==> config.mk <==
export PLATFORM = sky130hd
export DESIGN_NAME = wb_arbiter_mp
export DESIGN_NICKNAME = d
export VERILOG_FILES = /design/src/rtl/wb_arbiter_mp.sv
export SDC_FILE = /design/constraint.sdc
export NUM_CORES = 1
export LEC_CHECK = 0
export BUFFER_PORTS_ARGS = -buffer_cell sky130_fd_sc_hd__buf_2
export CORE_MARGIN = 2
export CORE_UTILIZATION = 30
export CTS_BUF_LIST = sky130_fd_sc_hd__clkbuf_16
export CTS_CLUSTER_DIAMETER = 40
export DETAILED_ROUTE_END_ITERATION = 10
export PLACE_DENSITY = 0.55
export SETUP_SLACK_MARGIN = 0.5
export SLEW_MARGIN = 20
export SYNTH_ARGS = -nofsm -noshare
export SYNTH_HDL_FRONTEND = slang
export SYNTH_SLANG_ARGS = --single-unit
==> constraint.sdc <==
create_clock -name clk -period 4.55 [get_ports clk]
set_input_delay 0.455 -clock clk [delete_from_list [all_inputs] [get_ports clk]]
set_output_delay 0.455 -clock clk [all_outputs]
set_load 0.05 [all_outputs]
==> src/rtl/wb_arbiter_mp.sv <==
// Multi-source, multi-port register write-back arbiter: per-source FIFOs with bypass feed statically mapped regfile write ports.
// Optional WB_RR_ARB_EN selects per-port round-robin arbitration instead of fixed lowest-index priority.
module wb_arbiter_mp #(
  parameter int NUM_SRC    = 4,
  parameter int NUM_PORT   = 2,
  parameter logic [NUM_SRC*((NUM_PORT > 1) ? $clog2(NUM_PORT) : 1)-1:0] SRC_PORT_MAP = 4'b1100,
  parameter int FIFO_DEPTH = 2,
  parameter int DATA_W     = 32,
  parameter int ADDR_W     = 5,
  parameter int CID_W      = 3
) (
  input  logic                       clk,
  input  logic                       rst_n,
  input  logic [NUM_SRC-1:0]         src_valid_i,
  output logic [NUM_SRC-1:0]         src_ready_o,
  input  logic [NUM_SRC*DATA_W-1:0]  src_wdata_i,
  input  logic [NUM_SRC*ADDR_W-1:0]  src_waddr_i,
  input  logic [NUM_SRC*CID_W-1:0]   src_cid_i,
  output logic [NUM_PORT-1:0]        wb_we_o,
  output logic [NUM_PORT*ADDR_W-1:0] wb_waddr_o,
  output logic [NUM_PORT*DATA_W-1:0] wb_wdata_o,
  output logic [NUM_PORT-1:0]        commit_valid_o,
  output logic [NUM_PORT*CID_W-1:0]  commit_id_o
);
  localparam int PW = (NUM_PORT > 1) ? $clog2(NUM_PORT) : 1;
  localparam int CW = $clog2(FIFO_DEPTH) + 1;
  localparam int AW = (FIFO_DEPTH > 1) ? $clog2(FIFO_DEPTH) : 1;

  typedef struct packed {
    logic [DATA_W-1:0] data;
    logic [ADDR_W-1:0] addr;
    logic [CID_W-1:0]  cid;
  } entry_t;

  function automatic logic mapped(int s, int p);
    return int'(SRC_PORT_MAP[s*PW +: PW]) == p;
  endfunction

  function automatic logic [AW-1:0] ptr_inc(logic [AW-1:0] ptr);
    return (ptr == AW'(FIFO_DEPTH - 1)) ? '0 : ptr + 1'b1;
  endfunction

  entry_t           mem_q    [NUM_SRC][FIFO_DEPTH];
  logic [AW-1:0]    rd_ptr_q [NUM_SRC];
  logic [AW-1:0]    rd_ptr_d [NUM_SRC];
  logic [AW-1:0]    wr_ptr_q [NUM_SRC];
  logic [AW-1:0]    wr_ptr_d [NUM_SRC];
  logic [CW-1:0]    cnt_q    [NUM_SRC];
  logic [CW-1:0]    cnt_d    [NUM_SRC];
  entry_t           in_e     [NUM_SRC];
  entry_t           head     [NUM_SRC];
  logic [NUM_SRC-1:0]  full, empty, acc, req, grant, push, pop;
  logic [NUM_PORT-1:0] grant_any;

  logic [NUM_PORT-1:0]        wb_we_q, wb_we_d, commit_valid_q, commit_valid_d;
  logic [NUM_PORT*ADDR_W-1:0] wb_waddr_q, wb_waddr_d;
  logic [NUM_PORT*DATA_W-1:0] wb_wdata_q, wb_wdata_d;
  logic [NUM_PORT*CID_W-1:0]  commit_id_q, commit_id_d;

  // Head of each source: FIFO entry when queued, otherwise the live input (bypass).
  always_comb begin
    for (int s = 0; s < NUM_SRC; s++) begin
      in_e[s]  = '{data: src_wdata_i[s*DATA_W +: DATA_W],
                   addr: src_waddr_i[s*ADDR_W +: ADDR_W],
                   cid:  src_cid_i[s*CID_W +: CID_W]};
      full[s]  = (cnt_q[s] == CW'(FIFO_DEPTH));
      empty[s] = (cnt_q[s] == '0);
      acc[s]   = src_valid_i[s] & ~full[s];
      req[s]   = ~empty[s] | acc[s];
      head[s]  = empty[s] ? in_e[s] : mem_q[s][rd_ptr_q[s]];
    end
  end

  assign src_ready_o = ~full;

`ifdef WB_RR_ARB_EN
  localparam int SW = (NUM_SRC > 1) ? $clog2(NUM_SRC) : 1;

  logic [SW-1:0] rr_ptr_q [NUM_PORT];
  logic [SW-1:0] rr_ptr_d [NUM_PORT];

  function automatic logic [SW-1:0] rr_init(int p);
    logic [SW-1:0] h;
    h = '0;
    for (int s = 0; s < NUM_SRC; s++) if (mapped(s, p)) h = SW'(s);
    return h;
  endfunction

  // Sources above the pointer are searched first, then the wrap-around range.
  always_comb begin
    int hi, lo, win;
    grant     = '0;
    grant_any = '0;
    rr_ptr_d  = rr_ptr_q;
    hi = -1; lo = -1; win = -1;
    for (int p = 0; p < NUM_PORT; p++) begin
      hi = -1;
      lo = -1;
      for (int s = 0; s < NUM_SRC; s++) begin
        if (mapped(s, p) && req[s]) begin
          if (s > int'(rr_ptr_q[p])) begin
            if (hi < 0) hi = s;
          end else if (lo < 0) begin
            lo = s;
          end
        end
      end
      win = (hi >= 0) ? hi : lo;
      if (win >= 0) begin
        grant_any[p] = 1'b1;
        rr_ptr_d[p]  = SW'(win);
        for (int s = 0; s < NUM_SRC; s++) if (s == win) grant[s] = 1'b1;
      end
    end
  end

  always_ff @(posedge clk or negedge rst_n) begin
    if (!rst_n) begin
      for (int p = 0; p < NUM_PORT; p++) rr_ptr_q[p] <= rr_init(p);
    end else begin
      rr_ptr_q <= rr_ptr_d;
    end
  end
`else
  // NOTE: every comb output gets a default first so no path leaves it unassigned (no latch).
  always_comb begin
    grant     = '0;
    grant_any = '0;
    for (int p = 0; p < NUM_PORT; p++) begin
      for (int s = 0; s < NUM_SRC; s++) begin
        if (!grant_any[p] && mapped(s, p) && req[s]) begin
          grant[s]     = 1'b1;
          grant_any[p] = 1'b1;
        end
      end
    end
  end
`endif

  // A granted empty FIFO consumes its input by bypass; everything else accepted is queued.
  always_comb begin
    for (int s = 0; s < NUM_SRC; s++) begin
      push[s]     = acc[s] & ~(grant[s] & empty[s]);
      pop[s]      = grant[s] & ~empty[s];
      wr_ptr_d[s] = push[s] ? ptr_inc(wr_ptr_q[s]) : wr_ptr_q[s];
      rd_ptr_d[s] = pop[s]  ? ptr_inc(rd_ptr_q[s]) : rd_ptr_q[s];
      cnt_d[s]    = cnt_q[s];
      if (push[s] && !pop[s])      cnt_d[s] = cnt_q[s] + 1'b1;
      else if (!push[s] && pop[s]) cnt_d[s] = cnt_q[s] - 1'b1;
    end
  end

  always_comb begin
    wb_waddr_d     = '0;
    wb_wdata_d     = '0;
    commit_id_d    = '0;
    wb_we_d        = '0;
    commit_valid_d = grant_any;
    for (int p = 0; p < NUM_PORT; p++) begin
      for (int s = 0; s < NUM_SRC; s++) begin
        if (mapped(s, p)) begin
          wb_waddr_d[p*ADDR_W +: ADDR_W] |= {ADDR_W{grant[s]}} & head[s].addr;
          wb_wdata_d[p*DATA_W +: DATA_W] |= {DATA_W{grant[s]}} & head[s].data;
          commit_id_d[p*CID_W +: CID_W]  |= {CID_W{grant[s]}}  & head[s].cid;
        end
      end
      wb_we_d[p] = grant_any[p] & (wb_waddr_d[p*ADDR_W +: ADDR_W] != '0);
    end
  end

  // NOTE: state flops use non-blocking assignments so every flop samples pre-edge values.
  always_ff @(posedge clk or negedge rst_n) begin
    if (!rst_n) begin
      for (int s = 0; s < NUM_SRC; s++) begin
        rd_ptr_q[s] <= '0;
        wr_ptr_q[s] <= '0;
        cnt_q[s]    <= '0;
      end
      wb_we_q        <= '0;
      wb_waddr_q     <= '0;
      wb_wdata_q     <= '0;
      commit_valid_q <= '0;
      commit_id_q    <= '0;
    end else begin
      rd_ptr_q       <= rd_ptr_d;
      wr_ptr_q       <= wr_ptr_d;
      cnt_q          <= cnt_d;
      wb_we_q        <= wb_we_d;
      wb_waddr_q     <= wb_waddr_d;
      wb_wdata_q     <= wb_wdata_d;
      commit_valid_q <= commit_valid_d;
      commit_id_q    <= commit_id_d;
    end
  end

  // NOTE: FIFO storage has no reset; counts gate every read, so stale contents are never visible.
  always_ff @(posedge clk) begin
    for (int s = 0; s < NUM_SRC; s++) begin
      if (push[s]) mem_q[s][wr_ptr_q[s]] <= in_e[s];
    end
  end

  assign wb_we_o        = wb_we_q;
  assign wb_waddr_o     = wb_waddr_q;
  assign wb_wdata_o     = wb_wdata_q;
  assign commit_valid_o = commit_valid_q;
  assign commit_id_o    = commit_id_q;

endmodule

==> impl_metrics.py <==
metrics = {
    "status": {
        "outcome": "finished, final reports clean",
    },
    "place": {
        "dp.cells": 1943,
        "dp_slack_ns": 1.63,
        "place_congestion": 0.745,
        "place_area_mm2": 0.0184,
        "portBuffers": 253,
        "place_hpwl_um": 25700,
    },
    "die": {
        "die_height_um": 237,
        "rows": 85,
        "dieArea_mm2": 0.0564,
        "ios": 254,
        "die_w_um": 237,
        "core_mm2": 0.0538,
        "initial_core_util": 0.304,
    },
    "timing": {
        "relSlewSlack": 0.275,
        "finalCritPeriodShare": 0.622,
        "skew_ns": 0.0186,
        "tightestPinTransition_ns": 1.09,
        "rsz0062_at_grt": "no",
        "setup_violations": 0,
        "hold_violations": 0,
        "setup_tns_ns": 0,
        "maxSlewViolCount": 0,
        "fin_crit_ns": 2.83,
        "fin_ws_ns": 1.72,
        "fmax_mhz": 353,
    },
    "global_route": {
        "grt_max_degree": 54,
        "grt_use_total": 0.142,
        "globalRouteOverflowTotal": 0,
        "antenna_found_initial": 15,
        "grt_pass1_wl_um": 61300,
        "grt_pass1_vias": 10273,
    },
    "logic_synthesis": {
        "synth_top_area_cell": "edfxtp_1",
        "synth_seq_cells": 420,
        "yosysMostFrequentCell": "edfxtp_1",
        "yosys-top-cells-count": "edfxtp_1 (320), mux2i_1 (152), dfrtp_1 (100), a21oi_1 (82), nor2_1 (80)",
        "synth-edff-count": 320,
        "syn_inst": 1038,
        "synth.area.top_cells": "edfxtp_1 (59%), dfrtp_1 (15%), mux2i_1 (9.3%), o221ai_1 (3.8%), a21oi_1 (2.5%)",
        "async_flop_share": 0.238,
        "syn-cell-area_mm2": 0.0163,
        "synth_compound_area_frac": 0.0816,
        "yosys_warnings": 0,
        "synth_top_family_by_area": "multiplexers",
        "yosys.area_share.simple": 0.0473,
        "syn_nets": 1212,
        "yosys.area_share.xor_xnor": 0.00750,
        "yosysSeqAreaShare": 0.741,
        "avgSynthCellArea_um2": 15.7,
        "synthAdderAreaFrac": 0.00613,
        "synth.distinct_cells": 33,
        "synthMuxAreaShare": 0.0931,
        "synth_top_area_frac": 0.588,
        "ys.flop_type": "edfxtp_1",
    },
    "cts": {
        "path_clk_slew_ns": 0.06,
        "cts.sinks": 420,
        "post_cts_resized": 0,
        "tritoncts": "done",
        "hold_buffers": 1,
        "postCtsSetupBuffers": 0,
        "clock_latency_ns": 0.57,
        "h-tree-depth": 3,
        "cts_buffers": 67,
        "clock_path_buffers": 3,
        "root_buffer": "clkbuf_16",
    },
    "worst_setup_path": {
        "cp_max_fo": 40,
        "reg2reg_from": "cnt_q[7]",
        "crit_type": "reg -> reg",
        "r2r_end": "mem_q[1][17]",
        "reg2reg_depth": 6,
        "start_kind": "flop",
        "required_ns": 4.70,
        "regToRegSetupSlack_ns": 1.72,
        "arrival_ns": 2.98,
        "cp-end-kind": "flop",
    },
    "drt": {
        "wl_um": 40300,
        "drt_iter0_markers": 485,
        "drc": 0,
        "vias": 9743,
        "first_pass_iters": 5,
        "wl_met2_um": 19000,
        "drt-met1-wl_um": 17600,
        "wl_met3_um": 2900,
        "postRouteAntennaNets": 0,
        "wl_per_cell_um": 19.4,
        "vias_per_cell": 4.70,
        "topRoutingLayerUsed": "met5",
    },
    "flow_run": {
        "maxCapViolCount": 0,
    },
    "cells_and_area": {
        "finalNetCount": 1492,
        "fin_area_mm2": 0.0206,
        "drive_gt1_frac": 0.292,
        "stdcell_count": 2072,
        "area.growth.synth_to_final_pct": 26.2,
    },
    "hold_path": {
        "holdPathStages": 1,
        "hold_path_end": "mem_q[3][40]",
        "hp-class": "in -> reg",
        "min_from": "src_cid_i[9]",
    },
    "pwr": {
        "power_density_mw_per_mm2": 791,
        "vdd_drop_max_uv": 511,
        "p_leak_nw": 8.05,
    },
}
[area by class of cell]
type | instances | area [um2]
Fill cell | 5055 | 33200
Sequential cell | 420 | 12100
Multi-Input combinational cell | 548 | 3920
Clock buffer | 68 | 1700
Timing Repair Buffer | 273 | 1450
Tap cell | 696 | 871
Clock inverter | 56 | 532
Inverter | 8 | 30.0
Antenna cell | 3 | 7.51
[state kept, by name, summed over array words and instances (netlist names)]
register	count
commit_valid_o	2
mem_q	320
rd_ptr_q	4
wr_ptr_q	4
cnt_q	8
wb_wdata_o	64
wb_we_o	2
commit_id_o	6
wb_waddr_o	10
[where the power goes]
group,total [mW],switching [mW],internal (mW)
logic,5.53,3.87,1.66
clock network,4.95,1.80,3.15
registers,5.83,0.511,5.32
[how the worst max path moves through the flow]
| stage | cells past startpoint | slack [ns] | startpoint | endpoint |
|---|---|---|---|---|
| floorplan | 6 | 1.22 | cnt_q[6] | mem_q[1][40] |
| global placement | 6 | 1.67 | cnt_q[2] | mem_q[3][14] |
| detailed placement | 6 | 1.63 | cnt_q[3] | mem_q[3][18] |
| CTS | 6 | 1.61 | cnt_q[3] | mem_q[3][17] |
| global route | 6 | 1.48 | cnt_q[7] | mem_q[1][17] |
| finish | 6 | 1.72 | cnt_q[7] | mem_q[1][17] |
[cell usage in the layout, fill, tap and decap left out, types with 9 or more instances in the layout]
cell          n
mux2i_1     152
nor2_1       76
inv_6         9
a21oi_1      82
buf_4        17
o221ai_1     70
clkinv_1      9
inv_1        16
clkinvlp_4    9
nand2_1      76
buf_2       252
dfrtp_1      96
clkbuf_16    68
edfxtp_1    320
[cell families (layout without fill, tap and decap cells)]
family | after synthesis | in the layout
buf+inv | 70 | 405
compound gates | 188 | 188
mux | 152 | 152
other cells | 0 | 3
simple gates | 186 | 186
flops | 420 | 420
xor+xnor | 14 | 14
fa+ha+maj | 8 | 8
[stage by stage]
step	total power, mW	utilization	hold slack (ns)
after floorplan	9.94	-	0.159
after global placement	11.4	0.341	0.478
after detailed placement	11.5	0.341	0.500
after CTS	16.6	0.383	0.0375
after global routing	17.2	0.383	0.0544
final	16.3	0.383	0.0814
[worst max-delay path: stages, from the launching register on]
cell and delay (ns):
dfrtp_1 0.38, inv_1 0.14, ha_2 0.57, a21oi_1 0.13, o21ai_0 0.48, inv_1 0.12
and2_2 0.54
[metal layers]
metal / GRT usage / up-vias
met4: 0.0463 / 22
met3: 0.0475 / 68
li1: - / 4563
met1: 0.178 / 4803
met2: 0.233 / 287
met5: 0 / -
(Power assumes the default switching activity.)
